File: config.mk
export PLATFORM = sky130hd
export DESIGN_NAME = keccak_padder_flat
export DESIGN_NICKNAME = d
export VERILOG_FILES = /design/src/rtl/keccak_padder_if.sv /design/src/rtl/keccak_padder.sv /design/src/flat_wrapper.sv
export SDC_FILE = /design/constraint.sdc
export NUM_CORES = 1
export LEC_CHECK = 0
export ABC_AREA = 1
export CORE_AREA = 5 5 238 240
export CTS_CLUSTER_SIZE = 10
export DETAILED_ROUTE_END_ITERATION = 6
export DIE_AREA = 0 0 243 245
export GPL_ROUTABILITY_DRIVEN = 0
export PLACE_DENSITY = 0.68
export SLEW_MARGIN = 30
export SYNTH_ARGS = -nofsm -noshare
export SYNTH_HDL_FRONTEND = slang
export SYNTH_SLANG_ARGS = --single-unit
File: constraint.sdc
create_clock -name clk -period 2 [get_ports clk]
set_clock_uncertainty 0.2 [all_clocks]
set_input_delay 0.4 -clock clk [delete_from_list [all_inputs] [get_ports clk]]
set_output_delay 0.4 -clock clk [all_outputs]
set_load 0.01 [all_outputs]
File: src/rtl/keccak_padder_if.sv
// Byte-stream feeder bus between message source, padder and the permutation.
// The master side supplies message words and the permutation ack; the slave
// side (the padder) returns back-pressure and the assembled rate block.
interface keccak_padder_if;
    logic [31:0]  in;
    logic         in_ready;
    logic         is_last;
    logic [1:0]   byte_num;
    logic         buffer_full;
    logic [575:0] out;
    logic         out_ready;
    logic         f_ack;

    modport master (
        output in, in_ready, is_last, byte_num, f_ack,
        input  buffer_full, out, out_ready
    );

    modport slave (
        input  in, in_ready, is_last, byte_num, f_ack,
        output buffer_full, out, out_ready
    );
endinterface

File: src/rtl/keccak_padder.sv
// Keccak padder: packs 32-bit message words into 576-bit rate blocks
// (18 words) and applies multi-rate padding after the final message byte.
// A completed block is held until the permutation acknowledges it.
module keccak_padder #(
    parameter logic [7:0] PAD_FIRST = 8'h01,
    parameter logic [7:0] PAD_LAST  = 8'h80
) (
    input  logic            clk,
    input  logic            reset,
    keccak_padder_if.slave  bus
);
    typedef enum logic [1:0] {ACCUM, PAD, FULL, DONE} state_t;

    localparam logic [4:0] LAST_IDX = 5'd17;

    state_t       r_state;
    state_t       w_state_nxt;
    logic [4:0]   r_cnt;
    logic [575:0] r_out;
    logic         r_pend;

    logic         w_load;
    logic [31:0]  w_word;
    logic [31:0]  w_last_word;
    logic         w_set_pend;
    logic         w_clr_cnt;

    // Final message word: keep the top byte_num bytes, then the domain pad
    // byte, zeros below; word 17 also carries the closing pad bit.
    always_comb begin
        w_last_word = 32'h0;
        case (bus.byte_num)
            2'd0: w_last_word = {PAD_FIRST, 24'h0};
            2'd1: w_last_word = {bus.in[31:24], PAD_FIRST, 16'h0};
            2'd2: w_last_word = {bus.in[31:16], PAD_FIRST, 8'h0};
            default: w_last_word = {bus.in[31:8], PAD_FIRST};
        endcase
        if (r_cnt == LAST_IDX)
            w_last_word[7:0] = w_last_word[7:0] | PAD_LAST;
    end

    // Next-state and load control; the shift register only moves on w_load.
    always_comb begin
        w_state_nxt = r_state;
        w_load      = 1'b0;
        w_word      = bus.in;
        w_set_pend  = 1'b0;
        w_clr_cnt   = 1'b0;
        case (r_state)
            ACCUM: begin
                if (bus.in_ready) begin
                    w_load = 1'b1;
                    if (bus.is_last) begin
                        w_word      = w_last_word;
                        w_set_pend  = 1'b1;
                        w_state_nxt = (r_cnt == LAST_IDX) ? FULL : PAD;
                    end else if (r_cnt == LAST_IDX) begin
                        w_state_nxt = FULL;
                    end
                end
            end
            PAD: begin
                w_load = 1'b1;
                w_word = (r_cnt == LAST_IDX) ? {24'h0, PAD_LAST} : 32'h0;
                if (r_cnt == LAST_IDX)
                    w_state_nxt = FULL;
            end
            FULL: begin
                // Input offered in the ack cycle is refused: buffer_full is
                // still high, so the next accept is one cycle later.
                if (bus.f_ack) begin
                    w_clr_cnt   = 1'b1;
                    w_state_nxt = r_pend ? DONE : ACCUM;
                end
            end
            default: ;
        endcase
    end

    // State, word counter, block shift register and final-message flag.
    always_ff @(posedge clk) begin
        if (reset) begin
            r_state <= ACCUM;
            r_cnt   <= 5'd0;
            r_out   <= '0;
            r_pend  <= 1'b0;
        end else begin
            r_state <= w_state_nxt;
            if (w_load) begin
                r_out <= {r_out[543:0], w_word};
                r_cnt <= r_cnt + 5'd1;
            end else if (w_clr_cnt) begin
                r_cnt <= 5'd0;
            end
            if (w_set_pend)
                r_pend <= 1'b1;
        end
    end

    assign bus.buffer_full = (r_state != ACCUM);
    assign bus.out_ready   = (r_state == FULL);
    assign bus.out         = r_out;
endmodule

File: src/flat_wrapper.sv
// flat-port wrapper written by rule: the top's interface ports become plain ports
module keccak_padder_flat 
#(
    parameter logic [7:0] PAD_FIRST = 8'h01,
    parameter logic [7:0] PAD_LAST  = 8'h80
)
  (clk, reset, bus_in, bus_in_ready, bus_is_last, bus_byte_num, bus_f_ack, bus_buffer_full, bus_out, bus_out_ready);
  keccak_padder_if bus_i ();
  input  logic clk;
  input  logic reset;
  input wire logic [$bits(bus_i.in)-1:0] bus_in;
  input wire logic [$bits(bus_i.in_ready)-1:0] bus_in_ready;
  input wire logic [$bits(bus_i.is_last)-1:0] bus_is_last;
  input wire logic [$bits(bus_i.byte_num)-1:0] bus_byte_num;
  input wire logic [$bits(bus_i.f_ack)-1:0] bus_f_ack;
  output wire logic [$bits(bus_i.buffer_full)-1:0] bus_buffer_full;
  output wire logic [$bits(bus_i.out)-1:0] bus_out;
  output wire logic [$bits(bus_i.out_ready)-1:0] bus_out_ready;
  assign bus_i.in = bus_in;
  assign bus_i.in_ready = bus_in_ready;
  assign bus_i.is_last = bus_is_last;
  assign bus_i.byte_num = bus_byte_num;
  assign bus_i.f_ack = bus_f_ack;
  assign bus_buffer_full = bus_i.buffer_full;
  assign bus_out = bus_i.out;
  assign bus_out_ready = bus_i.out_ready;
  keccak_padder #(.PAD_FIRST(PAD_FIRST), .PAD_LAST(PAD_LAST)) u_core (.clk(clk), .reset(reset), .bus(bus_i));
endmodule
==> metrics.yaml, run 1 <==
status: "finished, final reports clean"
fill_cells: 4967
ys_top_cells_by_area: "dfxtp_1 (54%), a211oi_2 (12%), a21oi_1 (7.6%)"
cp.required_ns: 1.40
vias: 18920
setup_viol: 0
place_inst: 3595
portBuffers: 616
dieArea_mm2: 0.05954
arrival_ns: 1.38
drtIter0Drc: 1330
drtPass1Iterations: 5
initial_utilization_pct: 39.52
startpoint_type: "flip-flop"
avgSynthCellArea_um2: 9.195
hold_path_class: "input pin to flip-flop"
path_cells: "dlygate4sd2_1"
root_buffer: "clkbuf_16"
wl_per_cell_um: 21.24
grt_pass1_wl_mm: 115.6
layout-drive-gt1-share_pct: 15.44
ios: 617
r2r_start: "u_core.r_state[1]$_SDFFE_PP0P_"
finalHoldViolCount: 0
reg2reg_to: "u_core.bus.out[488]$_SDFFE_PP0P_"
endpoint_kind: "primary output"
die_x_um: 243
total_power_mw: 33.29
htreeDepth: 3
fmax_mhz: 504.8
hold_buffers: 0
maxCapViolCount: 0
cts_max_path_buffers: 3
clk_pin_slew_ns: 0.06
num_rows: 86
ff2ff_path_depth: 10
grt_usage_pct: 24.87
drt.antenna.violating_nets: 0
min_period_over_period_pct: 99.04
syn-cell-area_mm2: 0.02152
regArea_mm2: 0.01171
cts_tree: "done"
cp_num_buf_inv: 1
post-synth-top-area-cell: "dfxtp_1"
multiInputGateArea_mm2: 0.007752
ys_seq_area_share_pct: 54.34
first_global_vias: 18540
fin_cells: 3689
min_to: "u_core.bus.out[18]$_SDFFE_PP0P_"
drcViolationCount: 0
antenna_found_initial: 1
synth.distinct_cells: 22
synthToLayoutAreaGrowth_pct: 41.40
hpwl_mm: 57.72
die_h_um: 245
p_per_area_mw_per_mm2: 1094
clock_latency_ns: 0.59
p_leak_nw: 13.69
slew_headroom_pct: 52.08
worstSetupPathType: "flip-flop to primary output"
min_path_cells: 3
grt_overflow_total: 0
clock_sinks: 584
cp_top_family: "flip-flops"
synth-seq-cells: 584
syn-num-nets: 2385
cpMaxStageDelayCell: "dfxtp_1"
viasPerCell: 5.128
diodes: 0
report.final.slew_viol_count: 0
core_mm2: 0.05445
rrSetupSlack_ns: 0.06
rsz0062_at_grt: "true"
synth_cells: 2340
worst_pin_slew_ns: 0.7188
cp_slowest_stage_delay_ns: 0.41
yosysWarnings: 0
final.min_clock_period_ns: 1.981
numCtsBuffers: 69
min_from: "bus_in[18]"
finish.net_count: 3016
wirelength_mm: 78.37
grt_max_degree: 105
yosysTopAreaCellShare_pct: 54.34
max-vdd-ir-drop_mv: 0.6037
cp_max_fo: 3
[final cells by class]
| type | count | share of cell area (%) |
|---|---|---|
| Sequential cell | 584 | 38.50 |
| Clock buffer | 80 | 6.156 |
| Multi-Input combinational cell | 1288 | 25.48 |
| Timing Repair inverter | 2 | 0.07403 |
| Timing Repair Buffer | 748 | 23.11 |
| Clock inverter | 5 | 0.2509 |
| Tap cell | 704 | 2.895 |
| Inverter | 278 | 3.533 |
[state kept, by name (all words and copies together), names as in the netlist]
signal          count
u_core.bus.out    576
u_core.r_cnt        5
u_core.r_state      2
u_core.r_pend       1
[cells in the mapped netlist (all sizes together)]
master  count
a211oi    256
a21oi     328
buf       140
clkbuf     50
clkinv      1
dfxtp     584
ha          6
inv       277
nand2     137
nand3      23
nand4       9
nor2      266
o21ai     261
o21bai      1
or2         1
[layer usage]
metal | GRT usage, % | share of wire (%)
met5 | 0 | 0
met4 | 9.930 | 3.8
met3 | 6.250 | 7.9
met2 | 40.94 | 47
met1 | 31.52 | 41
[power breakdown]
part | switching (mW) | leakage, nW | internal [mW]
Clock | 4.63 | 0.956 | 6.67
Sequential | 1.10 | 4.83 | 13.1
Combinational | 4.61 | 7.91 | 3.18
Total | 10.3 | 13.7 | 22.9
[logic make-up after synthesis]
| logic type | after synthesis | share of synthesized area (%) |
|---|---|---|
| AOI/OAI and AO/OA | 846 | 27.55 |
| DFF | 584 | 54.34 |
| buffers and inverters | 468 | 9.914 |
| and+or+nand+nor | 436 | 7.856 |
| adders and majority gates | 6 | 0.3489 |
[layout by cell type (no fill, tap or decap), types with 23 or more instances in the layout]
cell type	count
dlygate4sd2_1	568
dfxtp_1	566
a21oi_1	327
inv_1	272
nor2_1	266
o21ai_0	251
a211oi_2	209
nand2_1	135
buf_4	86
clkbuf_16	75
a211oi_1	47
clkdlybuf4s50_1	37
buf_12	29
nand3_1	23
[worst max path at each step]
stage                                           startpoint                                to  slack, ns  cells after the start
after floorplan             u_core.r_state[0]$_SDFFE_PP0P_  u_core.bus.out[102]$_SDFFE_PP0P_       0.21                      8
after global placement                        bus_in_ready  u_core.bus.out[302]$_SDFFE_PP0P_      -0.22                      7
after detailed placement                      bus_in_ready  u_core.bus.out[354]$_SDFFE_PP0P_      -0.26                      8
after CTS                   u_core.r_state[1]$_SDFFE_PP0P_                   bus_buffer_full      -0.08                      4
after global routing        u_core.r_state[0]$_SDFFE_PP0P_                     bus_out_ready     -0.007                      4
final                     u_core.bus.out[340]$_SDFFE_PP0P_                      bus_out[340]       0.02                      1
[stage by stage]
step / util [%] / hold WS [ns] / area [um2] / setup WS [ns] / setup TNS, ns
finish: 55.88 / 0.1660 / 30420 / 0.01910 / 0
global route: 55.88 / 0.1674 / 30420 / -0.007117 / -0.01879
CTS: 55.52 / 0.1289 / 30230 / -0.08094 / -2.063
detailed placement: 53.06 / 0.2563 / 28890 / -0.2558 / -83.03
global placement: 53.06 / 0.2493 / 28890 / -0.2248 / -70.87
floorplan: - / 0.2436 / 21520 / 0.2120 / 0
[repair_timing]
item                       CTS  global route
resized for setup          621            39
cloned                       2             2
pin swaps                    0             2
setup endpoints to repair  732           456
buffers inserted             1             4
[worst register-to-register path: cells and delay by family, from the launching register on]
family          cells  cell delay, ns
compound gates      2            0.27
simple gates        2            0.30
fa+ha+maj           1            0.16
flops               1            0.32
buf+inv             5            0.58
Note: power is estimated with default switching activity, not from simulation.
==> run 2: changes to the inputs <==
--- a/config.mk
+++ b/config.mk
@@ -7,6 +7,7 @@
 export LEC_CHECK = 0
 export ABC_AREA = 1
 export CORE_AREA = 5 5 238 240
+export CTS_CLUSTER_DIAMETER = 200
 export CTS_CLUSTER_SIZE = 10
 export DETAILED_ROUTE_END_ITERATION = 6
 export DIE_AREA = 0 0 243 245
==> run 2 against run 1 <==
Net effect:
- routed wire length up 0.32%
- combinational power hardly changed
- sequential share of layout area is 0.14 points higher
- power decreased by 1.0%
- global-route usage hardly changed
- final cell count is 0.22% lower
- sequential power is essentially flat
- critical endpoint is now bus_out[440]
- clock power hardly changed
- largest power group unchanged
- worst setup slack better by 0.016 ns
- via count is essentially flat
- first-iteration DRC count decreased by 1.4%
==> metrics.yaml, run 2 (synthesis results as in run 1) <==
arrival_ns: 1.37  # was 1.38 ns
r2r_start: "u_core.r_state[0]$_SDFFE_PP0P_"  # was u_core.r_state[1]$_SDFFE_PP0P_
cp_max_fo: 3  # unchanged
viasPerCell: 5.143  # was 5.128
die_h_um: 245  # unchanged
root_buffer: "clkbuf_16"  # unchanged
grt_max_degree: 105  # unchanged
drtPass1Iterations: 5  # unchanged
p_per_area_mw_per_mm2: 1087  # was 1094 mW/mm2
antenna_found_initial: 1  # unchanged
first_global_vias: 18460  # was 18540
setup_viol: 0  # unchanged
die_x_um: 243  # unchanged
report.final.slew_viol_count: 0  # unchanged
clk_pin_slew_ns: 0.05  # was 0.06 ns
htreeDepth: 3  # unchanged
fmax_mhz: 508.9  # was 504.8 MHz
hold_path_class: "input pin to flip-flop"  # unchanged
wl_per_cell_um: 21.36  # was 21.24 um
worstSetupPathType: "flip-flop to primary output"  # unchanged
maxCapViolCount: 0  # unchanged
power_switching_mw: 10.33  # was 10.34 mW
p_clk_share_pct: 33.2  # was 33.9%
regArea_mm2: 0.01171  # unchanged
hpwl_mm: 57.72  # unchanged
synthToLayoutAreaGrowth_pct: 40.87  # was 41.40%
core_mm2: 0.05445  # unchanged
finalHoldViolCount: 0  # unchanged
min_period_over_period_pct: 98.25  # was 99.04%
wirelength_mm: 78.62  # was 78.37 mm
grt_overflow_total: 0  # unchanged
power.share.combinational_pct: 23.7  # was 23.4%
clock_latency_ns: 0.60  # was 0.59 ns
p_leak_nw: 13.65  # was 13.69 nW
vias: 18930  # was 18920
cts_tree: "done"  # unchanged
worstSetupStartpoint: "u_core.bus.out[440]$_SDFFE_PP0P_"  # was u_core.bus.out[340]$_SDFFE_PP0P_
pre_cts_ws_ns: -0.2558  # unchanged
cp.required_ns: 1.40  # about the same
final.min_clock_period_ns: 1.965  # was 1.981 ns
cts_max_path_buffers: 3  # unchanged
max-vdd-ir-drop_mv: 0.5993  # was 0.6037 mV
p_seq_share_pct: 43.1  # was 42.6%
multiInputGateArea_mm2: 0.007739  # was 0.007752 mm2
numCtsBuffers: 68  # was 69
grt_usage_pct: 24.85  # was 24.87%
cpMaxStageDelayCell: "dfxtp_1"  # unchanged
startpoint_type: "flip-flop"  # unchanged
cp_num_buf_inv: 1  # unchanged
layout-drive-gt1-share_pct: 15.35  # was 15.44%
p_sw_share_pct: 31.35  # was 31.06%
fin_cells: 3681  # was 3689
worst_slack_ns: 0.03493  # was 0.01910 ns
ios: 617  # unchanged
num_rows: 86  # unchanged
drt.antenna.violating_nets: 0  # unchanged
endpoint_kind: "primary output"  # unchanged
drtIter0Drc: 1312  # was 1330
place_inst: 3595  # unchanged
drcViolationCount: 0  # unchanged
status: "finished, final reports clean"  # unchanged
dieArea_mm2: 0.05954  # unchanged
finish.net_count: 3016  # unchanged
min_from: "bus_in[18]"  # unchanged
hold_buffers: 0  # unchanged
layout_common_cells: "dlygate4sd2_1 (566), dfxtp_1 (566), a21oi_1 (327), inv_1 (272), nor2_1 (266)"  # was dlygate4sd2_1 (568), dfxtp_1 (566), a21oi_1 (327), inv_1 (272), nor2_1 (266)
slew_headroom_pct: 51.19  # was 52.08%
diodes: 0  # unchanged
p_int_mw: 22.62  # was 22.95 mW
clock_sinks: 584  # unchanged
total_power_mw: 32.96  # was 33.29 mW
cp_top_family: "flip-flops"  # unchanged
rsz0062_at_grt: "true"  # unchanged
portBuffers: 616  # unchanged
initial_utilization_pct: 39.52  # unchanged
grt_pass1_wl_mm: 115.3  # was 115.6 mm
path_cells: "dlygate4sd2_1"  # unchanged
largest_reg_flops: 576  # unchanged
worst_pin_slew_ns: 0.7322  # was 0.7188 ns
fill_cells: 4977  # was 4967
cp_slowest_stage_delay_ns: 0.42  # was 0.41 ns
run 2: changes by cell type in the layout (fill, tap and decap cells not counted), sizes merged:
cell           delta
clkbuf            -8
clkdlybuf4s15     +2
clkinv            -2
dlygate4sd2       -2
inv               +2
bufbuf            +1
bufinv            -1
run 2: cell type report:
type                    count  share of cell area, %
inverters                 278                  3.513
clock inverters             4                 0.1775
repair buffers            749                  23.21
flip-flops and latches    584                  38.65
clock buffers              72                  5.944
repair inverters            2                0.07430
well taps                 704                  2.906
multi-input cells        1288                  25.53
run 2: layer usage:
metal,up-vias,part of all wire [%],track usage (%)
met4,0,4.1,10.55
met5,-,0,0
li1,9078,-,-
met2,721,47,40.53
met1,8990,41,31.58
met3,143,7.6,6.163
run 2: final timing paths:
path                                      end  slack, ns  cells past startpoint
max                              bus_out[440]       0.03                      1
min           u_core.bus.out[18]$_SDFFE_PP0P_       0.16                      3
max reg2reg   u_core.bus.out[92]$_SDFFE_PP0P_       0.05                      9
min reg2reg  u_core.bus.out[544]$_SDFFE_PP0P_       0.26                      2
run 2: power groups by stage:
| stage | combinational (mW) | sequential [mW] | clock [mW] |
|---|---|---|---|
| after floorplan | 3.43 | 14.8 | 0 |
| after global placement | 8.43 | 14.4 | 0 |
| after detailed placement | 8.55 | 14.4 | 0 |
| after CTS | 7.76 | 14.2 | 11.2 |
| after global routing | 8.42 | 14.3 | 11.6 |
| final | 7.81 | 14.2 | 11.0 |
run 2: what timing repair did:
action,CTS,global route
cloned,3,2
setup buffers,1,4
pin swaps,1,2
hold endpoints to repair,0,0
setup endpoints to repair,714,432
gates resized for setup,629,21
run 2: metrics by stage:
stage	hold WS [ns]	cell area [um2]	utilization (%)	setup TNS [ns]
floorplan	0.2436	21520	-	0
global placement	0.2493	28890	53.06	-70.87
detailed placement	0.2563	28890	53.06	-83.03
CTS	0.1256	30180	55.44	-2.162
global route	0.1636	30310	55.67	-0.1683
finish	0.1612	30310	55.67	0
